--- config.mk ---
export PLATFORM = sky130hd
export DESIGN_NAME = d_alu_wb_stage_flat
export DESIGN_NICKNAME = d
export VERILOG_FILES = /design/src/rtl/d_alu_wb_stage_pkg.sv /design/src/rtl/d_alu_wb_stage_if.sv /design/src/rtl/d_wb_fifo.sv /design/src/rtl/d_alu_wb_stage.sv /design/src/flat_wrapper.sv
export SDC_FILE = /design/constraint.sdc
export NUM_CORES = 1
export LEC_CHECK = 0
export CAP_MARGIN = 15
export CELL_PAD_IN_SITES_DETAIL_PLACEMENT = 1
export CELL_PAD_IN_SITES_GLOBAL_PLACEMENT = 1
export CORE_MARGIN = 8
export CORE_UTILIZATION = 33
export CTS_BUF_LIST = sky130_fd_sc_hd__clkbuf_8
export DETAILED_ROUTE_END_ITERATION = 10
export PLACE_DENSITY = 0.87
export REMOVE_ABC_BUFFERS = 1
export SYNTH_ARGS = -nofsm -noshare
export SYNTH_HDL_FRONTEND = slang
export SYNTH_SLANG_ARGS = --single-unit
--- constraint.sdc ---
create_clock -name clk -period 6.5 [get_ports clk]
set_input_delay 1.3 -clock clk [delete_from_list [all_inputs] [get_ports clk]]
set_output_delay 1.3 -clock clk [all_outputs]
set_load 0.05 [all_outputs]
--- src/rtl/d_alu_wb_stage_pkg.sv ---
// Shared opcode map, destination classes and opcode classifier for the FP ALU writeback stage.
package d_alu_pkg;

  localparam logic [4:0] OP_FADD      = 5'd0;
  localparam logic [4:0] OP_FSUB      = 5'd1;
  localparam logic [4:0] OP_FMUL      = 5'd2;
  localparam logic [4:0] OP_FDIV      = 5'd3;
  localparam logic [4:0] OP_FSQRT     = 5'd4;
  localparam logic [4:0] OP_FMIN      = 5'd5;
  localparam logic [4:0] OP_FMAX      = 5'd6;
  localparam logic [4:0] OP_FSGNJ     = 5'd7;
  localparam logic [4:0] OP_FSGNJN    = 5'd8;
  localparam logic [4:0] OP_FSGNJX    = 5'd9;
  localparam logic [4:0] OP_FMADD     = 5'd10;
  localparam logic [4:0] OP_FMSUB     = 5'd11;
  localparam logic [4:0] OP_FNMADD    = 5'd12;
  localparam logic [4:0] OP_FNMSUB    = 5'd13;
  localparam logic [4:0] OP_FEQ       = 5'd14;
  localparam logic [4:0] OP_FLT       = 5'd15;
  localparam logic [4:0] OP_FLE       = 5'd16;
  localparam logic [4:0] OP_FCVT_S_D  = 5'd17;
  localparam logic [4:0] OP_FCVT_D_W  = 5'd18;
  localparam logic [4:0] OP_FCVT_D_WU = 5'd19;
  localparam logic [4:0] OP_FCVT_D_L  = 5'd20;
  localparam logic [4:0] OP_FCVT_W_D  = 5'd21;
  localparam logic [4:0] OP_FCVT_WU_D = 5'd22;
  localparam logic [4:0] OP_FCVT_D_LU = 5'd23;
  localparam logic [4:0] OP_FCVT_D_S  = 5'd24;
  localparam logic [4:0] OP_FCVT_L_D  = 5'd25;
  localparam logic [4:0] OP_FCVT_LU_D = 5'd26;
  localparam logic [4:0] OP_FCLASS    = 5'd27;
  localparam logic [4:0] OP_FMV_X_D   = 5'd28;
  localparam logic [4:0] OP_FMV_D_X   = 5'd29;
  localparam logic [4:0] OP_RSV0      = 5'd30;
  localparam logic [4:0] OP_RSV1      = 5'd31;

  // FIFO entry layout: {is_fp, rd[4:0], data[63:0]}
  localparam int ENTRY_W = 70;

  typedef enum logic [1:0] {DST_FP, DST_FS, DST_INT, DST_ILLEGAL} dst_class_e;

  function automatic dst_class_e op_dst_class(input logic [4:0] alu_op);
    dst_class_e cls;
    case (alu_op)
      OP_FEQ, OP_FLT, OP_FLE, OP_FCVT_W_D, OP_FCVT_WU_D,
      OP_FCVT_L_D, OP_FCVT_LU_D, OP_FCLASS, OP_FMV_X_D: cls = DST_INT;
      OP_FCVT_S_D:                                      cls = DST_FS;
      OP_RSV0, OP_RSV1:                                 cls = DST_ILLEGAL;
      default:                                          cls = DST_FP;
    endcase
    return cls;
  endfunction

endpackage

--- src/rtl/d_alu_wb_stage_if.sv ---
// ALU-result input and register-file writeback output bundle of the writeback stage.
interface d_alu_wb_stage_if #(parameter int CNT_W = 32);
  // Both sides are valid/ready: a transfer happens on a rising edge where valid && ready.
  logic             in_valid;
  logic             in_ready;
  logic [4:0]       in_alu_op;
  logic [4:0]       in_rd;
  logic [63:0]      in_result;
  logic [31:0]      in_fs_result;
  logic [63:0]      in_int_result;
  logic             flush;
  logic             out_valid;
  logic             out_ready;
  logic             out_is_fp;
  logic [4:0]       out_rd;
  logic [63:0]      out_data;
  logic             illegal_op;
  logic [CNT_W-1:0] retired_cnt;

  modport slave (
    input  in_valid, in_alu_op, in_rd, in_result, in_fs_result, in_int_result,
    input  flush, out_ready,
    output in_ready, out_valid, out_is_fp, out_rd, out_data, illegal_op, retired_cnt
  );

  modport master (
    output in_valid, in_alu_op, in_rd, in_result, in_fs_result, in_int_result,
    output flush, out_ready,
    input  in_ready, out_valid, out_is_fp, out_rd, out_data, illegal_op, retired_cnt
  );
endinterface

--- src/rtl/d_wb_fifo.sv ---
// Generic DEPTH x W synchronous FIFO with flush; head reads as zero while empty.
module d_wb_fifo #(
    parameter int DEPTH = 2,
    parameter int W     = 70
) (
    input  logic         clk,
    input  logic         rst,
    input  logic         i_flush,
    input  logic         i_push,
    input  logic [W-1:0] i_data,
    input  logic         i_pop,
    output logic [W-1:0] o_data,
    output logic         o_empty,
    output logic         o_full
);
    localparam int AW = $clog2(DEPTH);

    logic [W-1:0]  r_mem [DEPTH];
    logic [AW-1:0] r_wptr;
    logic [AW-1:0] r_rptr;
    logic [AW:0]   r_count;
    logic          w_push;
    logic          w_pop;

    assign o_empty = (r_count == '0);
    assign o_full  = (r_count == (AW+1)'(DEPTH));
    assign w_push  = i_push && !o_full && !i_flush;
    assign w_pop   = i_pop && !o_empty && !i_flush;
    assign o_data  = o_empty ? '0 : r_mem[r_rptr];

    // Pointers wrap naturally because DEPTH is a power of two.
    always_ff @(posedge clk) begin
        if (rst || i_flush) begin
            r_wptr  <= '0;
            r_rptr  <= '0;
            r_count <= '0;
        end else begin
            if (w_push) r_wptr <= r_wptr + 1'b1;
            if (w_pop)  r_rptr <= r_rptr + 1'b1;
            r_count <= r_count + {{AW{1'b0}}, w_push} - {{AW{1'b0}}, w_pop};
        end
    end

    always_ff @(posedge clk) begin
        if (w_push) r_mem[r_wptr] <= i_data;
    end
endmodule

--- src/rtl/d_alu_wb_stage.sv ---
// FP ALU writeback stage: classify, format and buffer results for the register-file arbiter.
// Optional build macro D_WB_NANBOX_EN NaN-boxes single-precision results.
module d_alu_wb_stage
    import d_alu_pkg::*;
#(
    parameter int DEPTH = 2,
    parameter int CNT_W = 32
) (
    input logic              clk,
    input logic              rst,
    d_alu_wb_stage_if.slave  bus
);
`ifdef D_WB_NANBOX_EN
    localparam logic [31:0] FS_UPPER = 32'hFFFF_FFFF;
`else
    localparam logic [31:0] FS_UPPER = 32'h0000_0000;
`endif

    dst_class_e         w_cls;
    logic               w_accept;
    logic               w_push;
    logic               w_pop;
    logic [63:0]        w_data;
    logic               w_is_fp;
    logic [ENTRY_W-1:0] w_head;
    logic               w_empty;
    logic               w_full;
    logic               r_illegal;
    logic [CNT_W-1:0]   r_retired;

    assign w_cls    = op_dst_class(bus.in_alu_op);
    assign w_accept = bus.in_valid && bus.in_ready;
    // x0 is hardwired zero, so integer writes to it are dropped; f0 is a real register.
    assign w_push   = w_accept && !bus.flush && (w_cls != DST_ILLEGAL) &&
                      !((w_cls == DST_INT) && (bus.in_rd == 5'd0));
    assign w_is_fp  = (w_cls != DST_INT);

    always_comb begin
        w_data = bus.in_result;
        case (w_cls)
            DST_INT: w_data = bus.in_int_result;
            DST_FS:  w_data = {FS_UPPER, bus.in_fs_result};
            default: w_data = bus.in_result;
        endcase
    end

    d_wb_fifo #(.DEPTH(DEPTH), .W(ENTRY_W)) u_fifo (
        .clk     (clk),
        .rst     (rst),
        .i_flush (bus.flush),
        .i_push  (w_push),
        .i_data  ({w_is_fp, bus.in_rd, w_data}),
        .i_pop   (bus.out_ready),
        .o_data  (w_head),
        .o_empty (w_empty),
        .o_full  (w_full)
    );

    // in_ready depends only on registered occupancy, never on out_ready.
    assign bus.in_ready    = !w_full;
    assign bus.out_valid   = !w_empty;
    assign bus.out_is_fp   = w_head[69];
    assign bus.out_rd      = w_head[68:64];
    assign bus.out_data    = w_head[63:0];
    assign bus.illegal_op  = r_illegal;
    assign bus.retired_cnt = r_retired;
    assign w_pop           = bus.out_valid && bus.out_ready && !bus.flush;

    always_ff @(posedge clk) begin
        if (rst) begin
            r_illegal <= 1'b0;
            r_retired <= '0;
        end else begin
            r_illegal <= w_accept && !bus.flush && (w_cls == DST_ILLEGAL);
            if (w_pop) r_retired <= r_retired + 1'b1;
        end
    end
endmodule

--- src/flat_wrapper.sv ---
// flat-port wrapper written by rule: the top's interface ports become plain ports
module d_alu_wb_stage_flat import d_alu_pkg::*;
#(
    parameter int DEPTH = 2,
    parameter int CNT_W = 32
)
  (clk, rst, bus_in_valid, bus_in_alu_op, bus_in_rd, bus_in_result, bus_in_fs_result, bus_in_int_result, bus_flush, bus_out_ready, bus_in_ready, bus_out_valid, bus_out_is_fp, bus_out_rd, bus_out_data, bus_illegal_op, bus_retired_cnt);
  d_alu_wb_stage_if #(.CNT_W(CNT_W)) bus_i ();
  input logic clk;
  input logic rst;
  input wire logic [$bits(bus_i.in_valid)-1:0] bus_in_valid;
  input wire logic [$bits(bus_i.in_alu_op)-1:0] bus_in_alu_op;
  input wire logic [$bits(bus_i.in_rd)-1:0] bus_in_rd;
  input wire logic [$bits(bus_i.in_result)-1:0] bus_in_result;
  input wire logic [$bits(bus_i.in_fs_result)-1:0] bus_in_fs_result;
  input wire logic [$bits(bus_i.in_int_result)-1:0] bus_in_int_result;
  input wire logic [$bits(bus_i.flush)-1:0] bus_flush;
  input wire logic [$bits(bus_i.out_ready)-1:0] bus_out_ready;
  output wire logic [$bits(bus_i.in_ready)-1:0] bus_in_ready;
  output wire logic [$bits(bus_i.out_valid)-1:0] bus_out_valid;
  output wire logic [$bits(bus_i.out_is_fp)-1:0] bus_out_is_fp;
  output wire logic [$bits(bus_i.out_rd)-1:0] bus_out_rd;
  output wire logic [$bits(bus_i.out_data)-1:0] bus_out_data;
  output wire logic [$bits(bus_i.illegal_op)-1:0] bus_illegal_op;
  output wire logic [$bits(bus_i.retired_cnt)-1:0] bus_retired_cnt;
  assign bus_i.in_valid = bus_in_valid;
  assign bus_i.in_alu_op = bus_in_alu_op;
  assign bus_i.in_rd = bus_in_rd;
  assign bus_i.in_result = bus_in_result;
  assign bus_i.in_fs_result = bus_in_fs_result;
  assign bus_i.in_int_result = bus_in_int_result;
  assign bus_i.flush = bus_flush;
  assign bus_i.out_ready = bus_out_ready;
  assign bus_in_ready = bus_i.in_ready;
  assign bus_out_valid = bus_i.out_valid;
  assign bus_out_is_fp = bus_i.out_is_fp;
  assign bus_out_rd = bus_i.out_rd;
  assign bus_out_data = bus_i.out_data;
  assign bus_illegal_op = bus_i.illegal_op;
  assign bus_retired_cnt = bus_i.retired_cnt;
  d_alu_wb_stage #(.DEPTH(DEPTH), .CNT_W(CNT_W)) u_core (.clk(clk), .rst(rst), .bus(bus_i));
endmodule
## Yosys cells after proc, flatten, opt, wreduce, memory -nomap -nowiden

Memories as Yosys holds them, arrays and structs flattened. A register that Yosys moved wholly into a read port is not among the register bits.
Index checks and enable logic that the tools add are counted.

| word-level totals | value |
|---|---|
| register bits | 37 |
| memory bits (writable) | 140 |
| ROM bits | 64 |
| input bits | 175 |
| output and inout port bits | 105 |
| word-level logic and storage cells | 41 |
| memories kept | 2 |

| operators by class | value |
|---|---|
| $add $sub $neg | 5 |
| equal/unequal tests | 6 |
| mux-type cells | 6 |
| reductions and logical operators | 17 |

Memories:

| memory | depth | bits a word | rd ports | clocked after memory_dff | wr ports | line | text |
|---|---|---|---|---|---|---|---|
| u_core.u_fifo.r_mem | 2 | 70 | 1 | 1 | 1 | d_wb_fifo.sv:18 | `logic [W-1:0] r_mem [DEPTH];` |
| (no name shown) | 32 | 2 | 1 | 0 | 0 | d_alu_wb_stage_pkg.sv:44 | `case (alu_op)` |

Operators by type and width:

| operator | count |
|---|---|
| 64-bit one-hot mux with 2 select lines | 1 |
| 70-bit two-way mux | 1 |
| 32-bit by 1-bit adder with 32-bit output (second input constant) | 1 |
| 1-bit logical AND | 10 |
| 2-bit == test (second input constant) | 3 |
| 5-bit zero test | 1 |
| 1-bit zero test | 4 |
| 1-bit two-way mux | 4 |
| 2-bit inequality test (second input constant) | 2 |
| 1-bit adder (second input constant) | 2 |
| 2-bit by 1-bit adder with 2-bit output | 1 |
| 2-bit by 1-bit == test with 1-bit output (second input constant) | 1 |
| 2-bit zero test | 1 |
| 2-bit by 1-bit subtractor with 2-bit output | 1 |
| 1-bit logical OR | 1 |

## Longest topological paths before layout

| depth | value |
|---|---|
| depth after elaboration | 10 |
| depth in mapped cells | 17 |
| depth with buffers taken out | 16 |

## By module

Synthesis repeated with hierarchy kept, for this count alone.

| unflattened totals | value |
|---|---|
| cell total of the unflattened synthesis | 682 |
| area, all modules | 8197.9 um2 |

Modules (own cells, without submodules):

| module | times used | cells each | area each (um2) | sequential area each (um2) |
|---|---|---|---|---|
| d_wb_fifo | 1 | 324 | 5552.8 | 4304.1 |
| d_alu_wb_stage | 1 | 358 | 2645.0 | 660.6 |

## Least setup slack after synthesis

No wires, ideal clock.

| timing | value |
|---|---|
| path kind | input to register |
| start | input bus_in_alu_op[1] |
| end | memory u_core.u_fifo.r_mem[1][0] (enable) |
| library setup time | 0.498 ns |
| arrival | 5.766 ns |
| data required time | 6.002 ns |
| slack | 0.235 ns |
| stages | 12 |
| path buffers | 1 |
| cell sequence | inv_1 -> ha_1 -> nor2_1 -> a21oi_1 -> a21oi_1 -> a21oi_1 -> ha_1 -> clkbuf_1 -> inv_1 -> nor3_1 -> or3_1 -> nor2_1 |

| on the way | value |
|---|---|
| word-level cells in the longest chain between the ends | 9 |
| elaborated cells between the ends (all ways) | 11 |
| classes of those cells | eq/ne: 2; mux: 2; reduce/logical: 6; memory: 1 |

Ends and longest elaborated chain:

| what | line | text |
|---|---|---|
| start: declaration | flat_wrapper.sv:12 | `input wire logic [$bits(bus_i.in_alu_op)-1:0] bus_in_alu_op;` |
| memory read 32 x 2 bit (*) | -- |  |
| 2-bit == test | d_alu_wb_stage.sv:35 | `!((w_cls == DST_INT) && (bus.in_rd == 5'd0));` |
| 1-bit logical AND | d_alu_wb_stage.sv:35 |  |
| 1-bit zero test | d_alu_wb_stage.sv:35 |  |
| 1-bit logical AND (*) | d_alu_wb_stage.sv:34 | `assign w_push = w_accept && !bus.flush && (w_cls != DST_ILLEGAL) &&` |
| 1-bit logical AND (*) (2 in a row) | d_wb_fifo.sv:27 | `assign w_push = i_push && !o_full && !i_flush;` |
| 1-bit two-way mux (*) | d_wb_fifo.sv:45 | `if (w_push) r_mem[r_wptr] <= i_data;` |
| 1-bit two-way mux (not written as such) (*) | d_wb_fifo.sv:45 |  |
| end: declaration | d_wb_fifo.sv:18 |  |

Every way passes the cells marked *; elsewhere a longest branch is shown, timed or not.

## Final worst setup path

| timing | value |
|---|---|
| start | input bus_in_alu_op[0] |
| end | memory u_core.u_fifo.r_mem[1][57] (enable) |

Same word-level chain as after synthesis.

==> run_results.csv <==
group,metric,value,unit
min_path,whs_path_depth,2,
timing,maxSlewHeadroom,35.9,%
place,placed_cells,1267,
route,first_iter_violations,327,
cells_and_area,fin_cells,1302,
power_and_ir_drop,power_density,209,nW/µm²
power_and_ir_drop,pwr-share-clk,31.3,%
logic_synthesis,synth_xor_area_share,0.955,%
global_route,grt_start_max_net_pins,98,
cells_and_area,area_growth,42.5,%
timing,fin_crit,4.73,ns
timing,finalSetupViolations,0,
logic_synthesis,yosys_warnings,0,
power_and_ir_drop,switching_share,28.3,%
place,routabilityCongestion,0.805,
worst_setup_path,start_kind,"input pin",
worst_setup_path,end_kind,"flop",
logic_synthesis,syn_inst,698,
logic_synthesis,synth.avg_cell_area,11.8,µm²
worst_setup_path,critPathTopFamily,"buffers and inverters",
global_route,grt_use_total,16.8,%
worst_setup_path,rr_worst_depth,5,
floorplanning,rows,58,
power_and_ir_drop,p_switching,696,µW
clock_tree,ctsHoldBuffers,0,
worst_setup_path,worst-path-buf-inv,4,
route,detail-route-antenna-nets,0,
route,viasPerCell,5.06,
logic_synthesis,synth_top_family_by_area,"simple AND/OR/NAND/NOR gates",
floorplanning,die-area,30300,µm²
power_and_ir_drop,p_int,1.76,mW
flow_run,timing.max_cap.violations,0,
power_and_ir_drop,peakVddDrop,111,µV
global_route,grt_pass1_vias,7127,
clock_tree,numCtsBuffers,17,
timing,maxSlewViolCount,0,
place,hpwl,19500,µm
floorplanning,start_util,33.2,%
worst_setup_path,crit_fanout,33,
floorplanning,core-area,24900,µm²
clock_tree,tritoncts,"built",
power_and_ir_drop,p_leak,3.85,nW
clock_tree,htreeDepth,4,
cells_and_area,layout.nets,1141,
logic_synthesis,ys_ff_latch,178,
timing,worstMarginPinSlew,0.962,ns
timing,min_period_over_period,72.8,%
route,routed_wl,26500,µm
worst_setup_path,path_cells,"clkdlybuf4s50_1, inv_1, ha_1, nor2_1, a21oi_1, a21oi_1, a21oi_1, ha_4, inv_1, nor3_1, or3_1, nor2_4, buf_4",
global_route,grt_pass1_wl,39900,µm
cells_and_area,fin_util,47.3,%
logic_synthesis,yosysUniqueCellTypes,40,
timing,hold_viol_final,0,
clock_tree,cts_resized,0,
power_and_ir_drop,power.share.combinational,16.0,%
min_path,min_path_type,"reg2reg",
clock_tree,clk_pin_slew_worst_paths,0.11,ns
logic_synthesis,synth_area,8250,µm²
timing,timing.fmax,211,MHz
global_route,antenna_found_initial,7,
timing,holdWs,0.533,ns
worst_setup_path,crit_cells,13,
worst_setup_path,worstPathRequired,6.62,ns
timing,grt_setup_unrepaired,"false",
worst_setup_path,cpMaxStageDelayCell,"nor2_4",
clock_tree,clockBufferDepth,2,
worst_setup_path,arrival,4.85,ns
worst_setup_path,path_class,"in2reg",
floorplanning,dieWidth,174,µm
global_route,grt_overflow,0,
cells_and_area,post_route_cells_drive_above_1_share,7.33,%
power_and_ir_drop,power.share.sequential,52.7,%
worst_setup_path,crit_top_cell,"a21oi_1",
floorplanning,io_pins,280,
route,vias,6591,
clock_tree,cts_root_buffer,"clkbuf_8",
clock_tree,clk_latency,0.46,ns
logic_synthesis,synth.yosys.seq_area_share,60.1,%
cells_and_area,final.fill_count,2631,
logic_synthesis,synth_adder_area_share,1.52,%
route,dr.pass1.iters,5,
run_status,outcome,"completed",
worst_setup_path,cpPeakStageDelay,0.63,ns
logic_synthesis,synthMuxAreaShare,10.7,%
route,drc,0,
logic_synthesis,synth_compound_gate_area_share,10.3,%
clock_tree,cts_sinks,178,
clock_tree,post-cts-setup-buffers,0,
floorplanning,die_y,174,µm
place,io_buffers,279,
timing,finClkSkew,0.0226,ns
route,routedWlPerCell,20.3,µm
logic_synthesis,synthSimpleGateAreaFrac,13.2,%
## Yosys cell counts
master	count	area share, %
edfxtp_1	140	51
nor2_1	104	4.7
mux2i_1	70	8.5
nand2_1	43	2.0
clkbuf_1	39	1.8
dfxtp_1	38	9.2
o21ai_0	36	2.2
a22o_1	32	3.4
a22oi_1	32	2.9
mux2_2	16	2.2
nor4_1	16	1.2
inv_1	15	0.68
nor2b_1	15	1.1
a21oi_1	14	0.85
ha_1	10	1.5
nand3_1	8	0.49
nand4_1	8	0.61
o31ai_1	8	0.73
or4_1	8	0.73
or3_1	6	0.45
buf_1	5	0.23
xnor2_1	5	0.53
xor2_1	4	0.42
clkbuf_8	3	0.50
or2_2	3	0.23
and4_1	2	0.21
nand4_2	2	0.30
nor3b_1	2	0.18
nor4b_1	2	0.21
or4_2	2	0.21
a211oi_1	1	0.091
and2_1	1	0.076
and2_2	1	0.091
and3_1	1	0.076
and4_2	1	0.12
clkbuf_2	1	0.061
nand2b_1	1	0.076
nor3_1	1	0.061
o21a_1	1	0.091
o21ai_1	1	0.061
## stage by stage
step	instance area (µm²)	setup TNS, ns	setup slack [ns]	power (mW)
2_1_floorplan	8040	-2.37	-0.0339	1.51
3_3_place_gp	11300	0	1.41	1.70
3_5_place_dp	11300	0	1.24	1.72
4_1_cts	11800	0	1.74	2.48
5_1_grt	11800	0	1.55	2.56
6_report	11800	0	1.77	2.46
## cell families (layout without fill, tap and decap cells)
group | Yosys count | in the layout
AOI/OAI and AO/OA | 125 | 125
and+or+nand+nor | 227 | 227
muxes | 86 | 86
other | 0 | 3
adders and majority gates | 10 | 10
buffers and inverters | 63 | 334
xor gates and xnor gates | 9 | 9
DFF | 178 | 178
## area by class of cell
class	instances	area [µm²]	share of cell area, %
diodes	3	7.51	0.0638
clock buffers	17	234	1.99
clock inverters	15	179	1.52
inverters	15	56.3	0.479
multi-input cells	457	3050	26.0
flip-flops and latches	178	4970	42.2
well taps	330	413	3.51
repair buffers	287	2850	24.2
## placed cells by master, fill, tap and decap left out, drive strengths merged, types with 4 or more instances in the layout
master / count
clkdlybuf4s50: 279
edfxtp: 140
nor2: 104
mux2i: 70
nand2: 43
dfxtp: 38
o21ai: 37
a22oi: 32
a22o: 32
inv: 23
clkbuf: 17
nor4: 16
mux2: 16
nor2b: 15
a21oi: 14
or4: 10
nand4: 10
ha: 10
nand3: 8
o31ai: 8
buf: 8
clkinv: 7
or3: 6
xnor2: 5
xor2: 4
## state kept, by name (all words and copies together) (netlist names), named ones only
signal                  cells
u_core.u_fifo.r_rptr        1
u_core.u_fifo.r_wptr        1
u_core.bus.retired_cnt     32
u_core.u_fifo.r_count       2
u_core.u_fifo.r_mem       140
u_core.bus.illegal_op       1
## per-layer routing
metal	GRT usage [%]	share of wire (%)	wire length (µm)
met1	19.2	40	10600
met2	29.0	49	13100
met3	6.27	8.6	2270
met4	4.45	1.6	416
met5	0	0.31	82
## tightest hold or removal path, delay by kind of cell (launching register included)
| kind | cells | cell delay (ns) |
|---|---|---|
| flops | 1 | 0.34 |
| simple gates | 1 | 0.08 |
| xor+xnor | 1 | 0.09 |
## worst paths after layout
kind,from,endpoint,slack [ns]
hold / removal,u_core.u_fifo.r_rptr,u_core.u_fifo.r_rptr,0.53
hold reg to reg,u_core.u_fifo.r_rptr,u_core.u_fifo.r_rptr,0.53
setup / recovery,bus_in_alu_op[0],u_core.u_fifo.r_mem[1][57],1.77
setup reg to reg,u_core.u_fifo.r_count[0],u_core.u_fifo.r_mem[1][57],3.75
## power by group through the flow
stage | logic, mW | clock network (mW) | registers (mW)
floorplan | 0.187 | 0 | 1.32
global placement | 0.380 | 0 | 1.32
detailed placement | 0.394 | 0 | 1.32
CTS | 0.396 | 0.793 | 1.30
global route | 0.421 | 0.836 | 1.30
finish | 0.392 | 0.770 | 1.30
Power figures use the tool's default switching activity.
==> RTL edit 1, RTL diff (same settings) <==
`CNT_W` is set to 32 in 3 places; all go to 40.
--- a/src/rtl/d_alu_wb_stage_if.sv
+++ b/src/rtl/d_alu_wb_stage_if.sv
@@ -1,5 +1,5 @@
 // ALU-result input and register-file writeback output bundle of the writeback stage.
-interface d_alu_wb_stage_if #(parameter int CNT_W = 32);
+interface d_alu_wb_stage_if #(parameter int CNT_W = 40);
   // Both sides are valid/ready: a transfer happens on a rising edge where valid && ready.
   logic             in_valid;
   logic             in_ready;
--- a/src/rtl/d_alu_wb_stage.sv
+++ b/src/rtl/d_alu_wb_stage.sv
@@ -4,7 +4,7 @@
     import d_alu_pkg::*;
 #(
     parameter int DEPTH = 2,
-    parameter int CNT_W = 32
+    parameter int CNT_W = 40
 ) (
     input logic              clk,
     input logic              rst,
--- a/src/flat_wrapper.sv
+++ b/src/flat_wrapper.sv
@@ -2,7 +2,7 @@
 module d_alu_wb_stage_flat import d_alu_pkg::*;
 #(
     parameter int DEPTH = 2,
-    parameter int CNT_W = 32
+    parameter int CNT_W = 40
 )
   (clk, rst, bus_in_valid, bus_in_alu_op, bus_in_rd, bus_in_result, bus_in_fs_result, bus_in_int_result, bus_flush, bus_out_ready, bus_in_ready, bus_out_valid, bus_out_is_fp, bus_out_rd, bus_out_data, bus_illegal_op, bus_retired_cnt);
   d_alu_wb_stage_if #(.CNT_W(CNT_W)) bus_i ();
Ports: changed (resized bus_retired_cnt); port bits go from 280 to 288. The function was not compared with the original's and may differ.
==> RTL edit 1 against the unedited design <==
- area after synthesis increased by 1.6%
- register-to-register slack got worse by 0.03 ns
- setup slack gained 0.30 ns
- critical path type unchanged
- global-route usage up 0.48 points
- core utilization grew 0.86 points
- cell area is 2.4% higher
- power grew 3.3%
- combinational power is 1% higher
- sequential cell count increased by 8
- via count up 1.9%
- wire length up 3.3%
==> RTL edit 1: results (changes against the unedited design) <==
stage;metric;value;unit;change
outcome;outcome;complete, no violations;;unchanged
global_route;initial antenna violation count;8;;was 7
logic_synthesis;xor/xnor cell area share of the yosys netlist;2.72;%;was 0.955%
logic_synthesis;Gate Count Post-Synth;713;;was 698
logic_synthesis;count of cell types in the netlist;35;;was 40
layout;Sequential Area;5130;um2;was 4970 um2
power;Switch Pwr;697;uW;was 696 uW
power;Seq. pwr;1.34;mW;was 1.30 mW
power;maximum VDD drop;0.000113;V;was 0.000111 V
logic_synthesis;top cells by area, synth;edfxtp_1, dfxtp_1, mux2i_1;;unchanged
power;Clock Power;798;uW;was 770 uW
global_route;largest net degree at the start of global routing;99;;was 98
min_path;hold_sp;u_core.bus.retired_cnt[39];;was u_core.u_fifo.r_rptr
detailed_routing;met2 WL post-DR;13.5;mm;was 13.1 mm
critical_path;Reg-to-Reg End;u_core.bus.retired_cnt[37];;was u_core.u_fifo.r_mem[1][57]
critical_path;reg-to-reg slack, setup;3.72;ns;was 3.75 ns
logic_synthesis;Synth Area in Compound Gates;10.9;%;was 10.3%
critical_path;crit path DAT;4.57;ns;was 4.85 ns
critical_path;Worst Setup EP;u_core.u_fifo.r_mem[0][14];;was u_core.u_fifo.r_mem[1][57]
timing;Final Skew;0.0265;ns;was 0.0226 ns
clocking;Sink Count;186;;was 178
global_route;Global Route Usage Sum;17.2;%;was 16.8%
detailed_routing;met3 wire length;1.94;mm;was 2.27 mm
placed_design;Routability Congestion;0.769;;was 0.805
layout;Inverters;12;;was 15
placed_design;I/O Buffers;287;;was 279
logic_synthesis;Post-synth top cells;edfxtp_1, nor2_1, mux2i_1, nand2_1, dfxtp_1;;was edfxtp_1, nor2_1, mux2i_1, nand2_1, clkbuf_1
logic_synthesis;Seq/Total Area, Yosys;61.1;%;was 60.1%
placed_design;Post-DP HPWL;19.6;mm;was 19.5 mm
layout;Fillers;2688;;was 2631
critical_path;worst r2r path cells;6;;was 5
global_route;GR Layer Usage met2;29.9;%;was 29.0%
global_route;vias in the first global route;7354;;was 7127
power;Pleak;3.93;nW;was 3.85 nW
layout;#MultiIn Comb;469;;was 457
global_route;grt met3 use;5.93;%;was 6.27%
-- RTL edit 1: cell count changes after synthesis, moves of 4 or more --
cell / unedited run / this run
and3_1: 1 / 8
nor3_1: 1 / 7
a21oi_1: 14 / 21
nand4_1: 8 / 15
dfxtp_1: 38 / 46
o21ai_0: 36 / 44
nand2_1: 43 / 49
nor2b_1: 15 / 0
or3_1: 6 / 10
nor4_1: 16 / 1
xor2_1: 4 / 20
mux2_2: 16 / 0
-- RTL edit 1: per-stage QoR --
stage | setup slack (ns) | cell area, um2
after floorplan | 0.160 | 8210
after global placement | 1.63 | 11600
after detailed placement | 1.53 | 11600
after CTS | 2.02 | 12000
after global routing | 1.90 | 12000
final | 2.07 | 12000
-- RTL edit 1: worst reg2reg max path, cell delays in order, from the launching register on --
cell and delay [ns]:
dfxtp_1 0.45, nor2_4 0.06, buf_4 0.37, nor4_4 0.81, nand3_4 0.34, or4_1 0.55
a21oi_1 0.15
==> RTL edit 2, RTL diff (same settings) <==
Made on the original files. Reset style: asynchronous (`rst`), changed in one clocked block.
--- a/src/rtl/d_alu_wb_stage.sv
+++ b/src/rtl/d_alu_wb_stage.sv
@@ -66,7 +66,7 @@
     assign bus.retired_cnt = r_retired;
     assign w_pop           = bus.out_valid && bus.out_ready && !bus.flush;
 
-    always_ff @(posedge clk) begin
+    always_ff @(posedge clk or posedge rst) begin
         if (rst) begin
             r_illegal <= 1'b0;
             r_retired <= '0;
Behaviour: differs if rst is asserted again (counterexample within 4 cycles, from zero or initial values and one cycle with rst high); with rst held inactive, the same outputs for 4 cycles.
==> RTL edit 2 against the unedited design <==
- global-route usage decreased by 0.12 points
- cell area is 1.5% lower
- clock skew down 0.0059 ns
- setup slack gained 0.27 ns
- hold slack got worse by 0.053 ns
- wire length shrank 5.8%
- area after synthesis decreased by 2.8%
- count of clock-buffer cells in the layout is the same
- power grew 2.8%
- sequential cell count unchanged
- synthesized cell count shrank 11%
- register-to-register slack improved by 0.15 ns
==> RTL edit 2: results (changes against the unedited design) <==
stage;metric;value;unit;change
outcome;outcome;complete, no violations;;unchanged
placed_design;Post-Place Cells;1195;;was 1267
power;maximum VDD drop;0.000113;V;was 0.000111 V
placed_design;dpl ws;1.57;ns;was 1.24 ns
detailed_routing;iteration count of the initial detailed-routing pass;4;;was 5
critical_path;crit path max fanout;34;;was 33
logic_synthesis;count of cell types in the netlist;38;;was 40
timing;minimum clock period;4.46;ns;was 4.73 ns
die;Starting Density;33.3;%;was 33.2%
min_path;hold endpoint;u_core.bus.retired_cnt[31];;was u_core.u_fifo.r_rptr
power;Pleak;3.98;nW;was 3.85 nW
logic_synthesis;multiplexer share of the synthesized area;8.88;%;was 10.7%
global_route;Global Route Usage Sum;16.6;%;was 16.8%
global_route;vias in the first global route;6549;;was 7127
timing;Worst Hold Slack;0.480;ns;was 0.533 ns
min_path;hold_sp;u_core.bus.retired_cnt[31];;was u_core.u_fifo.r_rptr
logic_synthesis;xor/xnor cell area share of the yosys netlist;3.82;%;was 0.955%
global_route;initial antenna violation count;1;;was 7
detailed_routing;WL/cell;20.3;um;about the same
logic_synthesis;Post-synth top cells;edfxtp_1, nor2_1, mux2i_1, nand2_1;;was edfxtp_1, nor2_1, mux2i_1, nand2_1, clkbuf_1
detailed_routing;wirelength, routed;24.9;mm;was 26.5 mm
placed_design;Post-DP HPWL;18.8;mm;was 19.5 mm
logic_synthesis;top cells by area, synth;edfxtp_1, dfrtp_1, mux2i_1;;was edfxtp_1, dfxtp_1, mux2i_1
detailed_routing;initial DRC count;267;;was 327
layout;Fillers;2595;;was 2631
logic_synthesis;Seq/Total Area, Yosys;64.0;%;was 60.1%
logic_synthesis;Adder-Cell Fraction of Synth Area;1.56;%;was 1.52%
layout;nets;1075;;was 1141
min_path;hold path cells;1;;was 2
global_route;first-pass GRT wire length;37.5;mm;was 39.9 mm
logic_synthesis;Synth Area in Compound Gates;8.95;%;was 10.3%
placed_design;Routability Congestion;0.801;;was 0.805
timing;Worst slew margin;34.2;%;was 35.9%
logic_synthesis;average size of a mapped cell;12.9;um2;was 11.8 um2
placed_design;placement-stage cell area;11200;um2;was 11300 um2
layout;fraction of layout cells with a size suffix above 1;6.20;%;was 7.33%
[RTL edit 2: cell count changes after synthesis, sizes merged, moves of 15 or more]
cell   change
dfrtp     +33
dfxtp     -33
mux2      -15
nor2      -20
nor2b     -15
xnor2     +18
[RTL edit 2: critical path: stages]
cell and delay (ns):
clkdlybuf4s50_1 0.52, inv_1 0.08, ha_1 0.29, nor2_1 0.12, a21oi_1 0.06, a21oi_1 0.18
a21oi_1 0.16, ha_4 0.33, a311o_1 0.43, nor2_4 0.61, buf_4 0.48
[RTL edit 2: cell type report]
type / count / area [um2] / area share [%]
Antenna cell: 2 / 5.00 / 0.0432
Clock buffer: 17 / 234 / 2.02
Tap cell: 324 / 405 / 3.50
Multi-Input combinational cell: 393 / 2740 / 23.6
Inverter: 13 / 48.8 / 0.421
Timing Repair Buffer: 287 / 2870 / 24.7
Clock inverter: 15 / 156 / 1.35
Sequential cell: 178 / 5130 / 44.3
[RTL edit 2: kinds of logic (layout without fill, tap and decap cells)]
family          after synthesis  in the layout
mux                          71             71
fa+ha+maj                    10             10
buf+inv                      51            332
xor+xnor                     35             35
simple gates                175            175
other cells                   0              2
flops                       178            178
compound gates              102            102
[RTL edit 2: power breakdown]
group / internal, mW / leakage, nW / switching (mW)
combinational: 0.206 / 2.00 / 0.259
clock: 0.290 / 0.198 / 0.448
sequential: 1.30 / 1.78 / 0.0256
[RTL edit 2: per-layer routing]
metal	up-vias	wire, um	part of all wire (%)	track usage [%]
met1	2993	9550	38	18.4
li1	2832	-	-	-
met5	-	0	0	0
met3	37	1390	5.6	4.27
met4	0	774	3.1	7.16
met2	182	13200	53	29.8
